**src/rtl/sipo_ctrl_pkg.sv**
```systemverilog
// -----------------------------------------------------------------------------
// sipo_ctrl_pkg
// Shared definitions for the serial-to-parallel framing controller:
//   - frame_state_t     : alignment FSM states (HUNT / VERIFY / LOCKED)
//   - WIDTH_DEFAULT     : default deserialized word width
//   - SYNC_WORD_DEFAULT : default alignment pattern
//   - MAX_GAP_DEFAULT   : default number of data words allowed between syncs
//   - cnt_bits()        : width of a counter able to hold 0..n-1
// -----------------------------------------------------------------------------
package sipo_ctrl_pkg;

  typedef enum logic [1:0] {
    ST_HUNT   = 2'd0,
    ST_VERIFY = 2'd1,
    ST_LOCKED = 2'd2
  } frame_state_t;

  localparam int         WIDTH_DEFAULT     = 10;
  localparam logic [9:0] SYNC_WORD_DEFAULT = 10'b0011111010;
  localparam int         MAX_GAP_DEFAULT   = 16;

  // Minimum counter width for values 0..n-1 (never narrower than one bit).
  function automatic int cnt_bits(input int n);
    return (n <= 2) ? 1 : $clog2(n);
  endfunction

endpackage

```
**src/rtl/sipo_word_fifo.sv**
```systemverilog
// -----------------------------------------------------------------------------
// sipo_word_fifo
// Two-entry word buffer with a registered head-of-queue output.
//   clk_1250Mhrz : system clock, rising edge
//   rst          : asynchronous active-low reset
//   push         : write push_data this cycle
//   push_data    : word to store
//   dout_ready   : consumer accept; a pop happens when dout_valid & dout_ready
//   ovf_clr      : synchronous clear of overflow
//   dout         : head word (registered)
//   dout_valid   : buffer non-empty (registered)
//   overflow     : sticky flag, set when a push finds the buffer full
// -----------------------------------------------------------------------------
module sipo_word_fifo
  import sipo_ctrl_pkg::*;
#(
  parameter int WIDTH = WIDTH_DEFAULT
) (
  input  logic             clk_1250Mhrz,
  input  logic             rst,
  input  logic             push,
  input  logic [WIDTH-1:0] push_data,
  input  logic             dout_ready,
  input  logic             ovf_clr,
  output logic [WIDTH-1:0] dout,
  output logic             dout_valid,
  output logic             overflow
);

  localparam int DEPTH = 2;

  logic [WIDTH-1:0] mem [0:DEPTH-1];
  logic [DEPTH-1:0] wr_en;

  logic             wr_ptr_reg, wr_ptr_next;
  logic             rd_ptr_reg, rd_ptr_next;
  logic [1:0]       count_reg, count_next;
  logic [WIDTH-1:0] dout_reg, dout_next;
  logic             dout_valid_reg, dout_valid_next;
  logic             overflow_reg, overflow_next;

  logic             pop;
  logic             full;
  logic             push_ok;
  logic             drop;

  assign pop     = dout_valid_reg & dout_ready;
  assign full    = (count_reg == 2'd2);
  // A full buffer can still take a word when the head leaves in the same cycle.
  assign push_ok = push & (~full | pop);
  assign drop    = push & full & ~pop;

  genvar gi;
  generate
    for (gi = 0; gi < DEPTH; gi++) begin : g_wr_en
      assign wr_en[gi] = push_ok & (wr_ptr_reg == 1'(gi));
    end
  endgenerate

  // Storage carries no reset: contents are only observed through dout_reg,
  // which is qualified by the reset-cleared count.
  always_ff @(posedge clk_1250Mhrz) begin
    for (int i = 0; i < DEPTH; i++) begin
      if (wr_en[i]) begin
        mem[i] <= push_data;
      end
    end
  end

  always_comb begin
    wr_ptr_next     = wr_ptr_reg ^ push_ok;
    rd_ptr_next     = rd_ptr_reg ^ pop;
    count_next      = count_reg;
    if (push_ok && !pop) begin
      count_next = count_reg + 2'd1;
    end else if (!push_ok && pop) begin
      count_next = count_reg - 2'd1;
    end
    dout_valid_next = (count_next != 2'd0);

    // The output register tracks the slot that will be the head after this
    // edge; when that slot is being written now, bypass the array.
    dout_next = dout_reg;
    if (push_ok && (wr_ptr_reg == rd_ptr_next)) begin
      dout_next = push_data;
    end else if (count_next != 2'd0) begin
      dout_next = mem[rd_ptr_next];
    end

    // A set in the same cycle as a clear wins.
    overflow_next = (overflow_reg & ~ovf_clr) | drop;
  end

  always_ff @(posedge clk_1250Mhrz or negedge rst) begin
    if (!rst) begin
      wr_ptr_reg     <= 1'b0;
      rd_ptr_reg     <= 1'b0;
      count_reg      <= 2'd0;
      dout_reg       <= '0;
      dout_valid_reg <= 1'b0;
      overflow_reg   <= 1'b0;
    end else begin
      wr_ptr_reg     <= wr_ptr_next;
      rd_ptr_reg     <= rd_ptr_next;
      count_reg      <= count_next;
      dout_reg       <= dout_next;
      dout_valid_reg <= dout_valid_next;
      overflow_reg   <= overflow_next;
    end
  end

  assign dout       = dout_reg;
  assign dout_valid = dout_valid_reg;
  assign overflow   = overflow_reg;

endmodule

```
**src/rtl/sipo_frame_ctrl.sv**
```systemverilog
// -----------------------------------------------------------------------------
// sipo_frame_ctrl
// Serial-to-parallel deserializer with sync-word alignment and a 2-word
// output buffer.
//   clk_1250Mhrz : system clock, rising edge
//   rst          : asynchronous active-low reset
//   en           : serial bit qualifier; din sampled only when en=1
//   din          : serial data bit, first-received bit ends up in bit 0
//   dout         : head-of-buffer parallel word
//   dout_valid   : buffer non-empty
//   dout_ready   : consumer accept
//   locked       : word alignment established (FSM in LOCKED)
//   overflow     : sticky flag, a data word was dropped on a full buffer
//   ovf_clr      : synchronous clear of overflow
// Alignment: HUNT slides bit by bit until the shift register holds SYNC_WORD,
// VERIFY requires the next whole word to be SYNC_WORD too, LOCKED delivers
// every non-sync word and falls back to HUNT after MAX_GAP data words without
// an intervening sync.
// -----------------------------------------------------------------------------
module sipo_frame_ctrl
  import sipo_ctrl_pkg::*;
#(
  parameter int               WIDTH     = WIDTH_DEFAULT,
  parameter logic [WIDTH-1:0] SYNC_WORD = SYNC_WORD_DEFAULT,
  parameter int               MAX_GAP   = MAX_GAP_DEFAULT
) (
  input  logic             clk_1250Mhrz,
  input  logic             rst,
  input  logic             en,
  input  logic             din,
  output logic [WIDTH-1:0] dout,
  output logic             dout_valid,
  input  logic             dout_ready,
  output logic             locked,
  output logic             overflow,
  input  logic             ovf_clr
);

  localparam int CNT_W = cnt_bits(WIDTH);
  localparam int GAP_W = cnt_bits(MAX_GAP + 1);

  localparam logic [CNT_W-1:0] LAST_BIT  = CNT_W'(WIDTH - 1);
  localparam logic [GAP_W-1:0] GAP_LIMIT = GAP_W'(MAX_GAP);

  frame_state_t     state_reg, state_next;
  logic [WIDTH-1:0] sr_reg, sr_next;
  logic [CNT_W-1:0] bitcnt_reg, bitcnt_next;
  logic [GAP_W-1:0] gapcnt_reg, gapcnt_next;
  logic             push_reg, push_next;
  logic [WIDTH-1:0] word_reg, word_next;

  logic [WIDTH-1:0] sr_shift;
  logic             is_sync;
  logic             boundary;
  logic [CNT_W-1:0] bitcnt_inc;
  logic [GAP_W-1:0] gapcnt_inc;

  // All alignment decisions look at the value the register will hold after
  // this edge, so a word is judged on the same edge its last bit arrives.
  assign sr_shift   = {din, sr_reg[WIDTH-1:1]};
  assign is_sync    = (sr_shift == SYNC_WORD);
  assign boundary   = (bitcnt_reg == LAST_BIT);
  assign bitcnt_inc = boundary ? '0 : (bitcnt_reg + 1'b1);
  assign gapcnt_inc = gapcnt_reg + 1'b1;

  always_comb begin
    state_next  = state_reg;
    sr_next     = sr_reg;
    bitcnt_next = bitcnt_reg;
    gapcnt_next = gapcnt_reg;
    push_next   = 1'b0;
    word_next   = word_reg;

    if (en) begin
      sr_next = sr_shift;
      unique case (state_reg)
        ST_HUNT: begin
          if (is_sync) begin
            state_next  = ST_VERIFY;
            bitcnt_next = '0;
          end
        end

        ST_VERIFY: begin
          bitcnt_next = bitcnt_inc;
          if (boundary) begin
            gapcnt_next = '0;
            state_next  = is_sync ? ST_LOCKED : ST_HUNT;
          end
        end

        ST_LOCKED: begin
          bitcnt_next = bitcnt_inc;
          if (boundary) begin
            if (is_sync) begin
              // Sync words only refresh the gap watchdog.
              gapcnt_next = '0;
            end else begin
              push_next   = 1'b1;
              word_next   = sr_shift;
              gapcnt_next = gapcnt_inc;
              // The word that exhausts the gap budget is still delivered.
              if (gapcnt_inc == GAP_LIMIT) begin
                state_next  = ST_HUNT;
                gapcnt_next = '0;
              end
            end
          end
        end

        default: begin
          state_next = ST_HUNT;
        end
      endcase
    end
  end

  // push/word are registered so the buffer sees the word one edge after its
  // boundary, making it visible on dout one cycle after that boundary edge.
  always_ff @(posedge clk_1250Mhrz or negedge rst) begin
    if (!rst) begin
      state_reg  <= ST_HUNT;
      sr_reg     <= '0;
      bitcnt_reg <= '0;
      gapcnt_reg <= '0;
      push_reg   <= 1'b0;
      word_reg   <= '0;
    end else begin
      state_reg  <= state_next;
      sr_reg     <= sr_next;
      bitcnt_reg <= bitcnt_next;
      gapcnt_reg <= gapcnt_next;
      push_reg   <= push_next;
      word_reg   <= word_next;
    end
  end

  assign locked = (state_reg == ST_LOCKED);

  sipo_word_fifo #(
    .WIDTH (WIDTH)
  ) u_word_fifo (
    .clk_1250Mhrz (clk_1250Mhrz),
    .rst          (rst),
    .push         (push_reg),
    .push_data    (word_reg),
    .dout_ready   (dout_ready),
    .ovf_clr      (ovf_clr),
    .dout         (dout),
    .dout_valid   (dout_valid),
    .overflow     (overflow)
  );

endmodule
```
**config.mk**
```make
export PLATFORM = sky130hd
export DESIGN_NAME = sipo_frame_ctrl
export DESIGN_NICKNAME = d
export VERILOG_FILES = /design/src/rtl/sipo_ctrl_pkg.sv /design/src/rtl/sipo_word_fifo.sv /design/src/rtl/sipo_frame_ctrl.sv
export SDC_FILE = /design/constraint.sdc
export NUM_CORES = 1
export LEC_CHECK = 0
export BUFFER_PORTS_ARGS = -buffer_cell sky130_fd_sc_hd__buf_2
export CAP_MARGIN = 20
export CORE_MARGIN = 10
export CORE_UTILIZATION = 25
export CTS_CLUSTER_DIAMETER = 200
export CTS_CLUSTER_SIZE = 28
export DETAILED_ROUTE_END_ITERATION = 8
export GPL_TIMING_DRIVEN = 0
export SLEW_MARGIN = 0
export SYNTH_ARGS = -nofsm -noshare
export SYNTH_HDL_FRONTEND = slang
export SYNTH_SLANG_ARGS = --single-unit
export TNS_END_PERCENT = 5
```
**constraint.sdc**
```tcl
create_clock -name clk_1250Mhrz -period 3.64 [get_ports clk_1250Mhrz]
set_input_delay 0.364 -clock clk_1250Mhrz [delete_from_list [all_inputs] [get_ports clk_1250Mhrz]]
set_output_delay 0.364 -clock clk_1250Mhrz [all_outputs]
set_load 0.01 [all_outputs]
```
* Word-level counts from Yosys, hierarchy flattened
Memory sizes are Yosys's and may differ from the RTL's.
Index checks and enable logic that the tools add are counted.
** Storage, ports and cells
- Bits in registers :: 48
- Bits in writable memories :: 20
- Bits of input ports :: 6
- Output and inout port bits :: 13
- Logic and storage cells :: 91
- Memories :: 1
** Operators by class
- $add $sub $neg :: 4
- Equal/unequal tests :: 12
- Muxes and demuxes :: 30
- Bitwise logic cells :: 16
- Reduce and logical (&&, ||, !) cells :: 16
** Memory list
- u_word_fifo.mem :: words 2, bits a word 10, rd ports 1, clocked after memory_dff 0, wr ports 1, RTL line sipo_word_fifo.sv:32 : logic [WIDTH-1:0] mem [0:DEPTH-1];
** Operators with widths (number)
- $mux W10 :: 3
- $mux W5 :: 4
- $mux W2 :: 8
- $eq A10 B8 Y1 const B :: 1
- $mux W1 :: 10
- $pmux W5 S2 :: 1
- $reduce_or A10 Y1 :: 1
- $mux W4 :: 2
- $pmux W4 S2 :: 1
- $reduce_and A4 Y1 :: 2
- $reduce_bool A2 Y1 :: 4
- $and A1 B1 Y1 :: 7
- $ne A2 B2 Y1 const B :: 3
- $pmux W2 S3 :: 1
- $reduce_and A6 Y1 :: 1
- $add A5 B1 Y5 const B :: 1
- $eq A5 B5 Y1 const B :: 1
- $not A1 Y1 :: 5
- $add A4 B1 Y4 const B :: 1
- $eq A2 B2 Y1 const B :: 2
- $eq A4 B4 Y1 const B :: 1
- $ne A2 B1 Y1 const B :: 2
- $logic_and A1 B1 Y1 :: 3
- $reduce_and A3 Y1 :: 1
- 9 further kinds :: 12

* Logic depth before layout (Yosys ltp)
Gate-level depths: netlist of run 1.
- Depth in word-level cells :: 11
- Depth in mapped cells :: 8
- Depth with buffers taken out :: 7

* Cells and area by module
From an unflattened synthesis of run 1, not the netlist that was laid out.
** Unflattened totals
- Cell total of the unflattened synthesis :: 246
- Area total of the unflattened synthesis :: 3180.6 um^2
** By module, submodules not included
- sipo_frame_ctrl :: instances 1, cells an instance 126, area each 1599.0 um^2, sequential area each 775.7 um^2
- sipo_word_fifo :: instances 1, cells an instance 120, area each 1581.5 um^2, sequential area each 1001.0 um^2

* Worst setup path after synthesis of run 1
OpenSTA, ideal clock, no wires.
- Path type :: register to register
- Start point :: reg u_word_fifo.count_reg[0]
- End point :: reg u_word_fifo.dout_reg[0], in the netlist u_word_fifo.dout[0]
- Library setup time :: 133 ps
- Arrival :: 1568 ps
- Required time :: 3507 ps
- Path slack :: 1939 ps
- Stages on the path, launching flop included :: 9
- Path buffers :: 1
- Period minus slack after synthesis :: 1701 ps
- Path through :: dfrtp_1 > inv_1 > ha_1 > nor4bb_1 > a31oi_1 > a2bb2oi_2 > buf_6 > mux2i_1 > o21ai_0
** Between the ends
- Cells in the longest elaborated chain, start to end :: 10
- Elaborated cells on any way between the ends :: 15
- Those cells by class :: add/sub: 2; eq/ne: 1; mux: 3; bitwise: 3; reduce/logical: 6
** RTL lines
- start: declaration :: RTL line sipo_word_fifo.sv:37 : logic [1:0] count_reg, count_next;
- start signal: assignment :: RTL line sipo_word_fifo.sv:105 : count_reg <= count_next;
- $eq A2 B2 Y1 :: RTL line sipo_word_fifo.sv:48 : assign full = (count_reg == 2'd2);
- $not A1 Y1 :: RTL line sipo_word_fifo.sv:50 : assign push_ok = push & (~full | pop);
- $or A1 B1 Y1 :: RTL line sipo_word_fifo.sv:50
- $and A1 B1 Y1 :: RTL line sipo_word_fifo.sv:50
- $logic_not A1 Y1 :: RTL line sipo_word_fifo.sv:76 : end else if (!push_ok && pop) begin
- $logic_and A1 B1 Y1 :: RTL line sipo_word_fifo.sv:76
- $mux W2 :: RTL line sipo_word_fifo.sv:76
- $mux W2 * :: RTL line sipo_word_fifo.sv:74 : if (push_ok && !pop) begin
- $reduce_bool A2 Y1 *
- net u_word_fifo.dout_valid_next :: RTL line sipo_word_fifo.sv:39 : logic dout_valid_reg, dout_valid_next;
- $reduce_bool A2 Y1 (no line) *
- end signal: assignment :: RTL line sipo_word_fifo.sv:106 : dout_reg <= dout_next;
- end: declaration :: RTL line sipo_word_fifo.sv:38 : logic [WIDTH-1:0] dout_reg, dout_next;
Mark *: on every way through the listed nets, which the timed path passes. The rest lies on a longest branch.
A chain may end at the register's enable or synchronous reset.

* Worst setup path in the final report of run 1
- Start point :: reg u_word_fifo.count_reg[0]
- End point :: reg u_word_fifo.dout_reg[4], in the netlist u_word_fifo.dout[4]
The elaborated chain is that of the path after synthesis.

==> results of run 1 <==
## Yosys cell counts (2+ instances only)
cell	number
mux2_2	20
nand3_1	5
inv_1	9
and3b_1	2
o21ai_0	17
a32o_1	3
buf_1	2
nor3_1	5
edfxtp_1	20
a21oi_1	4
xnor2_1	2
buf_2	2
nor2b_1	3
ha_1	7
and4bb_2	2
dfrtp_1	47
buf_6	2
a31oi_1	2
nand2b_1	2
nand2_1	45
clkbuf_1	2
nor2_1	3
mux2i_1	13
a21o_1	3
## metal layers
layer | track usage [%] | vias to the layer above
met5 | 0 | -
met3 | 3.69 | 5
met1 | 8.22 | 942
li1 | - | 951
met4 | 2.12 | 0
met2 | 11.9 | 26
## worst max-delay path: cells and delay by family (launching register included)
family | cells | cell delay (ps)
AO/OA/AOI/OAI | 4 | 690
adder cells (fa/ha/maj) | 1 | 240
buffers and inverters | 2 | 290
flip-flops | 1 | 380
multiplexers | 1 | 200
## layout make-up
| type | count | area (µm²) |
|---|---|---|
| fill | 1225 | 8320 |
| sequential | 67 | 1780 |
| multi-input combinational | 161 | 1170 |
| clock buffer | 9 | 225 |
| tap | 147 | 184 |
| timing repair buffer | 20 | 120 |
| clock inverter | 7 | 76.3 |
| buffer | 9 | 55.1 |
| inverter | 10 | 38.8 |
## worst max path at each step
stage / startpoint / end / slack (ps) / depth (start not counted)
floorplan: u_word_fifo.count_reg[0] / u_word_fifo.dout[0] / 1940 / 8
global placement: u_word_fifo.count_reg[0] / u_word_fifo.dout[2] / 1770 / 8
detailed placement: u_word_fifo.count_reg[0] / u_word_fifo.dout[7] / 1670 / 8
CTS: u_word_fifo.count_reg[0] / u_word_fifo.dout[7] / 1650 / 8
global route: u_word_fifo.count_reg[0] / u_word_fifo.dout[2] / 1480 / 8
finish: u_word_fifo.count_reg[0] / u_word_fifo.dout[4] / 1690 / 8
## logic make-up after synthesis
logic type	Yosys count	share of synthesized area (%)
buf+inv	19	3.09
xor+xnor	3	0.865
compound gates	43	9.52
fa+ha+maj	7	2.88
simple gates	75	13.4
mux	33	11.7
flops	67	58.5
## power breakdown
| part | total (mW) | switching (mW) | internal [mW] | leakage [nW] |
|---|---|---|---|---|
| Clock | 0.863 | 0.329 | 0.534 | 0.142 |
| Combinational | 0.720 | 0.356 | 0.364 | 0.669 |
| Sequential | 1.18 | 0.175 | 1.01 | 0.755 |
## timing repair
action,CTS,global route
setup buffers,0,0
endpoints found under the hold margin,0,7
gates resized for setup,0,0
hold buffers,0,1
==> run_results.csv, run 1 <==
group,metric,value,unit
die,core_area,12000,µm²
place,place_hpwl,3910,µm
logic_synthesis,synth-seq-cells,67,
clock_tree,clockRootBuffer,"clkbuf_16",
finish,finalInstanceArea,3640,µm²
route,dr_wl_met3,327,µm
logic_synthesis,syn_avg_cell_area,12.3,µm²
critical_path,rr_startpoint,"u_word_fifo.count_reg[0]",
place,dp_cells,412,
clock_tree,cts_buffers,9,
logic_synthesis,synthFlopType,"dfrtp_1",
worst_hold_path,min_to,"u_word_fifo.overflow",
clock_tree,clockBufferDepth,2,
route,vias,1924,
timing,setup_viol,0,
place,placed_area,3310,µm²
logic_synthesis,synth-edff-count,20,
die,initial_core_util,25.4,%
route,first_pass_iters,4,
place,port-buffer-count,18,
critical_path,crit_chain,"inv_1 -> ha_1 -> a21oi_2 -> a21oi_1 -> a2bb2oi_2 -> buf_6 -> mux2i_1 -> o21ai_0",
clock_tree,clk_latency,330,ps
critical_path,critPathLaunchType,"flip-flop",
route,postRouteAntennaNets,0,
global_routing,grt_pass1_wl,9670,µm
power_and_ir_drop,leakage,1.57,nW
critical_path,crit_type,"flip-flop to flip-flop",
route,drtIter0Drc,92,
critical_path,cp-end-kind,"flip-flop",
finish,drive_above_1_share,24.7,%
logic_synthesis,synth_top_area_share,38.7,%
logic_synthesis,syn-num-nets,260,
timing,min_period_over_period,53.5,%
flow_run,drv_cap,0,
global_routing,antenna_found_initial,0,
finish,layout.nets,291,
power_and_ir_drop,p_per_area,759,nW/µm²
route,wl_met1,2590,µm
finish,antenna_cells,0,
clock_tree,h-tree-depth,3,
clock_tree,clk_pin_slew_worst_paths,60,ps
logic_synthesis,syn-cell-area,3040,µm²
global_routing,grt_max_degree,48,
logic_synthesis,synth_cells,247,
logic_synthesis,ys_seq_area_share,58.5,%
finish,utilization,30.4,%
timing,timing.hold.ws,215,ps
global_routing,grt-ovfl-total,0,
finish,largest_register_ffs,20,
critical_path,r2r_cells,8,
timing,fin_skew,6.51,ps
route,wl_per_cell,13.4,µm
die,dieArea,17000,µm²
critical_path,worstPathArrival,2130,ps
logic_synthesis,yosysWarnings,0,
route,top_layer_used,"met4",
timing,final_max_slew_viol_count,0,
logic_synthesis,synth_cell_type_count,49,
timing,fin_crit,1950,ps
die,ios,19,
route,viasPerCell,4.47,
logic_synthesis,synth_top_area_cell,"dfrtp_1",
timing,worst_pin_slew,513,ps
route,met2_length,2800,µm
clock_tree,cts_tree,"yes",
route,drt-total-wl,5760,µm
worst_hold_path,hold_depth,2,
logic_synthesis,ys_async_sr_fraction,70.1,%
timing,rsz0062_at_grt,"no",
outcome,status,"finished, final reports clean",
critical_path,reg2reg_slack,1690,ps
critical_path,path_max_fanout,10,
global_routing,grt_pass1_vias,1973,
timing,hold_viol,0,
power_and_ir_drop,max-vdd-ir-drop,0.000243,V
timing,finalSetupTns,0,ps
finish,stdcell_count,430,
timing,layout_setup_ws,1690,ps
finish,area_delta_synth_final,19.9,%
critical_path,slowest_stage,"dfrtp_1",
critical_path,cp.required,3830,ps
global_routing,track_usage,7.30,%
die,die_w,130,µm
timing,clock.fmax,514,MHz
logic_synthesis,synth_area_leaders,"dfrtp_1 (39%), edfxtp_1 (20%), mux2_2 (7.4%)",
clock_tree,cts.sinks,67,
place,place_ws,1670,ps
finish,layout_common_cells,"dfrtp_1 (47), nand2_1 (45), buf_2 (20), mux2_2 (20), edfxtp_1 (20)",
power_and_ir_drop,power.total,2.77,mW
route,drc_errors,0,
worst_hold_path,hp-start,"ovf_clr",
finish,final_common_cell,"dfrtp_1",
critical_path,reg2reg_to,"u_word_fifo.dout[4]",
die,die_y,130,µm
place,gp_congestion,0.752,
worst_hold_path,holdCritPathClass,"primary input to flip-flop",
die,fp-row-count,40,
critical_path,max_stage_delay,380,ps
timing,slew_headroom,65.8,%
No activity file was read; power rests on OpenSTA's default activity.
==> run 2: changes to the inputs <==
--- a/config.mk
+++ b/config.mk
@@ -5,6 +5,7 @@
 export SDC_FILE = /design/constraint.sdc
 export NUM_CORES = 1
 export LEC_CHECK = 0
+export ABC_AREA = 1
 export BUFFER_PORTS_ARGS = -buffer_cell sky130_fd_sc_hd__buf_2
 export CAP_MARGIN = 20
 export CORE_MARGIN = 10
==> constraint.sdc (replaced) <==
create_clock -name clk_1250Mhrz -period 1.6 [get_ports clk_1250Mhrz]
set_input_delay 0.16 -clock clk_1250Mhrz [delete_from_list [all_inputs] [get_ports clk_1250Mhrz]]
set_output_delay 0.16 -clock clk_1250Mhrz [all_outputs]
set_load 0.01 [all_outputs]
==> run 2 against run 1 <==
Via count is 30% higher. Clock power rose by 110%. Die area rose by 3.0%. Critical endpoint is now u_word_fifo.count_reg[0]. Largest cell class unchanged.
==> run_results.csv, run 2 <==
group,metric,value,unit
clock_tree,h-tree-depth,3,
route,wl_per_cell,12.3,µm
logic_synthesis,syn-num-nets,371,
route,top_layer_used,"met4",
power_and_ir_drop,max-vdd-ir-drop,0.000639,V
timing,finalSetupTns,0,ps
critical_path,crit_type,"flip-flop to flip-flop",
die,die_w,132,µm
finish,area_delta_synth_final,27.2,%
route,first_pass_iters,4,
timing,fin_skew,4.66,ps
global_routing,grt_pass1_vias,2442,
die,core_area,12200,µm²
route,drtIter0Drc,202,
logic_synthesis,syn_avg_cell_area,8.79,µm²
clock_tree,clk_pin_slew_worst_paths,50,ps
timing,rsz0062_at_grt,"yes",
route,drt-total-wl,7070,µm
logic_synthesis,synth_area_leaders,"dfrtp_1 (37%), edfxtp_1 (19%), nand2_1 (14%)",
timing,slew_headroom,71.5,%
clock_tree,cts.sinks,67,
clock_tree,clk_latency,330,ps
route,drc_errors,0,
logic_synthesis,synth-edff-count,20,
clock_tree,clockBufferDepth,2,
critical_path,slowest_stage,"dfrtp_1",
logic_synthesis,synth_compound_area_share,5.89,%
logic_synthesis,synth_top_area_share,37.4,%
timing,hold_viol,0,
outcome,status,"finished, final reports clean",
logic_synthesis,synth-simple-area-share,27.0,%
critical_path,path_max_fanout,5,
place,gp_congestion,0.806,
logic_synthesis,ys_seq_area_share,56.5,%
timing,fin_crit,1580,ps
logic_synthesis,yosys.area_share.adder,2.78,%
timing,final_max_slew_viol_count,0,
timing,setup_viol,0,
die,ios,19,
clock_tree,cts_tree,"yes",
logic_synthesis,yosys-top-cells-count,"nand2_1 (120), dfrtp_1 (47), nand3_1 (36)",
clock_tree,clockRootBuffer,"clkbuf_16",
die,fp-row-count,40,
die,dieArea,17500,µm²
logic_synthesis,synth_cell_type_count,26,
power_and_ir_drop,p_per_area,1530,nW/µm²
timing,min_period_over_period,98.5,%
clock_tree,cts_buffers,9,
place,port-buffer-count,18,
critical_path,critPathLaunchType,"flip-flop",
worst_hold_path,holdCritPathClass,"primary input to flip-flop",
logic_synthesis,synth_top_area_cell,"dfrtp_1",
critical_path,worstPathArrival,1800,ps
route,vias,2509,
logic_synthesis,synth_cells,358,
flow_run,drv_cap,0,
timing,worst_pin_slew,427,ps
finish,layout.nets,413,
route,wl_met1,3150,µm
route,viasPerCell,4.38,
logic_synthesis,ys_async_sr_fraction,70.1,%
global_routing,track_usage,8.07,%
finish,finalInstanceArea,4000,µm²
finish,drive_above_1_share,20.7,%
critical_path,reg2reg_slack,20,ps
finish,utilization,32.9,%
finish,final_common_cell,"nand2_1",
critical_path,crit_chain,"ha_4 -> inv_4 -> nand3_4 -> nand2_4 -> xor2_4 -> buf_4 -> buf_4 -> inv_2",
finish,nFillCells,1229,
power_and_ir_drop,leakage,1.89,nW
critical_path,cp.required,1830,ps
global_routing,antenna_found_initial,0,
finish,antenna_cells,0,
logic_synthesis,syn-cell-area,3150,µm²
route,postRouteAntennaNets,0,
place,placed_area,3450,µm²
critical_path,cp-end-kind,"flip-flop",
logic_synthesis,synthFlopType,"dfrtp_1",
logic_synthesis,yosysMostFrequentCell,"nand2_1",
route,dr_wl_met3,444,µm
critical_path,max_stage_delay,420,ps
logic_synthesis,synthMuxAreaShare,0,%
finish,largest_register_ffs,20,
timing,clock.fmax,634,MHz
finish,layout_common_cells,"nand2_1 (113), dfrtp_1 (47), nand3_1 (35), inv_1 (27), buf_2 (21)",
die,initial_core_util,25.9,%
place,place_hpwl,4750,µm
route,met2_length,3420,µm
logic_synthesis,synth-seq-cells,67,
critical_path,path_common_cell,"buf_4",
global_routing,grt_max_degree,48,
logic_synthesis,synth_top_family_by_area,"simple AND/OR/NAND/NOR gates",
logic_synthesis,yosysWarnings,0,
logic_synthesis,synthXorXnorAreaFrac,0.796,%
global_routing,grt_pass1_wl,11600,µm
global_routing,grt-ovfl-total,0,
die,die_y,132,µm
run 2: changes by cell type in the layout (fill, tap and decap cells not counted), moves of 8 or more:
cell     delta
inv_2       +8
nand3_1    +30
o21ai_1    +12
nand2_1    +68
buf_4      +11
mux2i_1    -13
nor2_1     +15
inv_1      +18
nand4_1    +14
nand2_2     +9
mux2_2     -20
run 2: final timing paths:
kind | to | start | depth (start not counted)
min in group asynchronous | bitcnt_reg[0] | rst | 2
max in group asynchronous | u_word_fifo.dout[6] | rst | 3
min | u_word_fifo.overflow | ovf_clr | 2
max | u_word_fifo.count_reg[0] | u_word_fifo.count_reg[1] | 8
max reg2reg | u_word_fifo.count_reg[0] | u_word_fifo.count_reg[1] | 8
min reg2reg | u_word_fifo.mem[0][9] | word_reg[9] | 0
run 2: metrics by stage:
stage,hold slack (ps),total power [mW],worst slack [ps],cells
after detailed placement,356,3.71,-334,544
after global routing,-0.795,6.50,-68.8,573
after CTS,0.0165,5.82,1.27,564
after global placement,346,3.66,-321,544
after floorplan,-136,3.22,-49.7,358
final,10.4,6.12,23.3,573
run 2: cell families (layout without fill, tap and decap cells):
family,after synthesis,after routing
xor+xnor,2,2
simple gates,197,198
compound gates,35,35
flops,67,67
buf+inv,50,96
fa+ha+maj,7,7
run 2: final cells by class:
cell class              instances  area, µm²  share of cell area [%]
flip-flops and latches         67       1780                    44.4
multi-input cells             242       1290                    32.2
clock buffers                  12        236                    5.91
well taps                     168        210                    5.25
repair buffers                 30        203                    5.07
inverters                      37        144                    3.60
plain buffers                  13        101                    2.53
clock inverters                 4       42.5                    1.06
run 2: timing repair:
item                                   CTS  global route
resized for setup                       15            21
pin swaps                                5             9
setup endpoints to repair               31            42
buffers inserted                         2             6
cloned                                   2             1
endpoints found under the hold margin    0            17
hold buffers                             0             1
run 2: critical path, delay by kind of cell (launching register included):
family,cells,cell delay [ps]
DFF,1,420
xor gates and xnor gates,1,280
adders and majority gates,1,200
and+or+nand+nor,2,170
buffers and inverters,4,400
run 2: report_power, final:
group	total (mW)	switching [mW]	internal (mW)
logic	2.07	1.22	0.850
clock network	1.85	0.655	1.19
registers	2.20	0.177	2.02
run 2: layer usage:
metal / up-vias / global-route usage (%)
met4: 0 / 2.44
li1: 1259 / -
met2: 58 / 12.7
met5: - / 0
met3: 10 / 3.24
met1: 1182 / 9.84
==> run 3: changes to the inputs <==
--- a/config.mk
+++ b/config.mk
@@ -9,11 +9,12 @@
 export BUFFER_PORTS_ARGS = -buffer_cell sky130_fd_sc_hd__buf_2
 export CAP_MARGIN = 20
 export CORE_MARGIN = 10
-export CORE_UTILIZATION = 25
+export CORE_UTILIZATION = 54
 export CTS_CLUSTER_DIAMETER = 200
 export CTS_CLUSTER_SIZE = 28
 export DETAILED_ROUTE_END_ITERATION = 8
 export GPL_TIMING_DRIVEN = 0
+export PLACE_DENSITY = 0.75
 export SLEW_MARGIN = 0
 export SYNTH_ARGS = -nofsm -noshare
 export SYNTH_HDL_FRONTEND = slang
==> run 3 against run 2 <==
Clock skew up 4.3 ps. Core utilization up 35 points. Critical path depth down 4. Highest routed layer unchanged. Via count up 1.4%. Non-clock buffer count down 1. Sequential power about the same. The flow now finishes with violations (setup timing). Largest cell class unchanged. Power down 3.8%. Global-route usage up 7.4 points.
==> run_results.csv, run 3 (synthesis results as in run 2) <==
group,metric,value,unit
outcome,status,"finished with violations",
outcome,violations,"setup timing",
route,drc_errors,0,
clock_tree,clk_latency,340,ps
die,die_y,96.3,µm
place,gp_congestion,0.784,
die,ios,19,
clock_tree,clockBufferDepth,2,
timing,rsz0062_at_grt,"yes",
die,fp-row-count,27,
finish,nFillCells,426,
global_routing,antenna_found_initial,0,
power_and_ir_drop,intPower,3.78,mW
clock_tree,cts_tree,"yes",
place,placed_area,3330,µm²
global_routing,grt_pass1_vias,2392,
place,port-buffer-count,18,
power_and_ir_drop,max-vdd-ir-drop,0.00108,V
clock_tree,h-tree-depth,3,
critical_path,crit_buf_inv,1,
die,die_w,96.3,µm
critical_path,crit_type,"flip-flop to flip-flop",
global_routing,grt.busiest_layer,"met2",
critical_path,crit_family,"flip-flops",
critical_path,path_depth,4,
critical_path,path_common_cell,"ha_4",
power_and_ir_drop,power_frac_comb,36.3,%
critical_path,cp.required,1640,ps
die,initial_core_util,56.4,%
timing,setup_viol,19,
timing,worst_pin_slew,420,ps
finish,seqCellArea,1780,µm²
place,place_ws,-338,ps
timing,final_max_slew_viol_count,0,
timing,finalSetupTns,-131,ps
power_and_ir_drop,pwr-share-seq,37.3,%
global_routing,grt-ovfl-total,0,
timing,slew_headroom,72.0,%
power_and_ir_drop,leakage,1.87,nW
die,core_area,5570,µm²
route,drt-total-wl,6910,µm
critical_path,worstPathArrival,1650,ps
timing,min_period_over_period,101,%
critical_path,critPathLaunchType,"flip-flop",
route,viasPerCell,5.35,
route,wl_per_cell,14.5,µm
power_and_ir_drop,p_sw_share,35.7,%
worst_hold_path,hold_depth,2,
timing,fin_crit,1610,ps
finish,final_common_cell,"nand2_1",
global_routing,grt_pass1_wl,11100,µm
global_routing,gr-usage-met3,5.21,%
finish,layout_common_cells,"nand2_1 (116), dfrtp_1 (47), nand3_1 (35), inv_1 (27), buf_2 (21)",
power_and_ir_drop,pwr-share-clk,26.4,%
critical_path,r2r_cells,4,
clock_tree,cts.sinks,67,
global_routing,grt_max_degree,48,
finish,stdcell_count,476,
finish,largest_register_ffs,20,
place,dp_cells,448,
critical_path,crit_chain,"ha_4 -> a21oi_2 -> buf_6 -> ha_4",
finish,area_delta_synth_final,21.0,%
timing,clock.fmax,620,MHz
global_routing,met1_usage,17.9,%
timing,hold_viol,0,
die,dieArea,9280,µm²
clock_tree,clk_pin_slew_worst_paths,70,ps
route,drtIter0Drc,115,
finish,finalInstanceArea,3810,µm²
finish,antenna_cells,0,
route,postRouteAntennaNets,0,
flow_run,drv_cap,0,
power_and_ir_drop,p_per_area,1550,nW/µm²
place,place_hpwl,4500,µm
route,vias,2545,
route,first_pass_iters,4,
timing,layout_setup_ws,-12.4,ps
critical_path,cp-end-kind,"flip-flop",
global_routing,met2_usage,25.5,%
critical_path,max_stage_delay,420,ps
worst_hold_path,holdCritPathClass,"primary input to flip-flop",
clock_tree,clockRootBuffer,"clkbuf_8",
critical_path,path_max_fanout,11,
power_and_ir_drop,power.total,5.89,mW
global_routing,track_usage,15.5,%
power_and_ir_drop,switchingPower,2.10,mW
finish,multi_input_area,1270,µm²
finish,layout.nets,412,
clock_tree,cts_buffers,9,
timing,fin_skew,8.91,ps
critical_path,slowest_stage,"dfrtp_1",
finish,drive_above_1_share,20.8,%
[run 3: changes by cell type in the layout (fill, tap and decap cells not counted), sizes merged]
cell / before / now
clkbuf: 14 / 11
buf: 40 / 39
bufinv: 1 / 2
clkinv: 3 / 2
clkinvlp: 0 / 1
inv: 37 / 39
[run 3: per-layer routing]
metal	up-vias	wire, µm
met2	86	3520
met3	11	446
met4	0	114
met1	1193	2830
li1	1255	-
met5	-	0
[run 3: worst register-to-register path, stage by stage, from the launching register on]
cell	delay (ps)
dfrtp_1	420
ha_4	180
a21oi_2	270
buf_6	210
ha_4	240
[run 3: what timing repair did]
action,in CTS,in global routing
setup endpoints to repair,31,36
hold endpoints to repair,0,16
gates resized for setup,19,13
setup buffers,6,1
gates cloned,3,0
hold buffers,0,1
pin swaps,6,6
[run 3: power by group through the flow]
| stage | logic, mW | clock network, mW | registers [mW] |
|---|---|---|---|
| floorplan | 0.966 | 0 | 2.25 |
| global placement | 1.44 | 0 | 2.20 |
| detailed placement | 1.48 | 0 | 2.20 |
| CTS | 1.93 | 1.59 | 2.18 |
| global route | 2.31 | 1.65 | 2.22 |
| finish | 2.13 | 1.56 | 2.19 |
[run 3: cell type report]
type / instances / share of cell area, %
clock inverter: 7 / 2.63
sequential: 67 / 46.7
multi-input combinational: 242 / 33.4
timing repair buffer: 29 / 5.42
clock buffer: 9 / 3.25
tap: 72 / 2.37
buffer: 13 / 2.56
inverter: 37 / 3.65
[run 3: path summary, 6_finish.rpt]
kind	start	to	slack (ps)
setup / recovery	u_word_fifo.count_reg[1]	u_word_fifo.mem[1][4]	-10
hold / removal	ovf_clr	u_word_fifo.overflow	40
setup reg to reg	u_word_fifo.count_reg[1]	u_word_fifo.mem[1][4]	-10
hold reg to reg	sr_reg[3]	sr_reg[2]	510
max in group asynchronous	rst	word_reg[2]	820
min in group asynchronous	rst	u_word_fifo.dout[8]	280
[run 3: stage by stage]
stage	util, %	hold slack (ps)
finish	68.3	38.5
global route	68.3	29.8
CTS	66.7	13.1
detailed placement	59.8	379
global placement	59.8	366
floorplan	-	-136
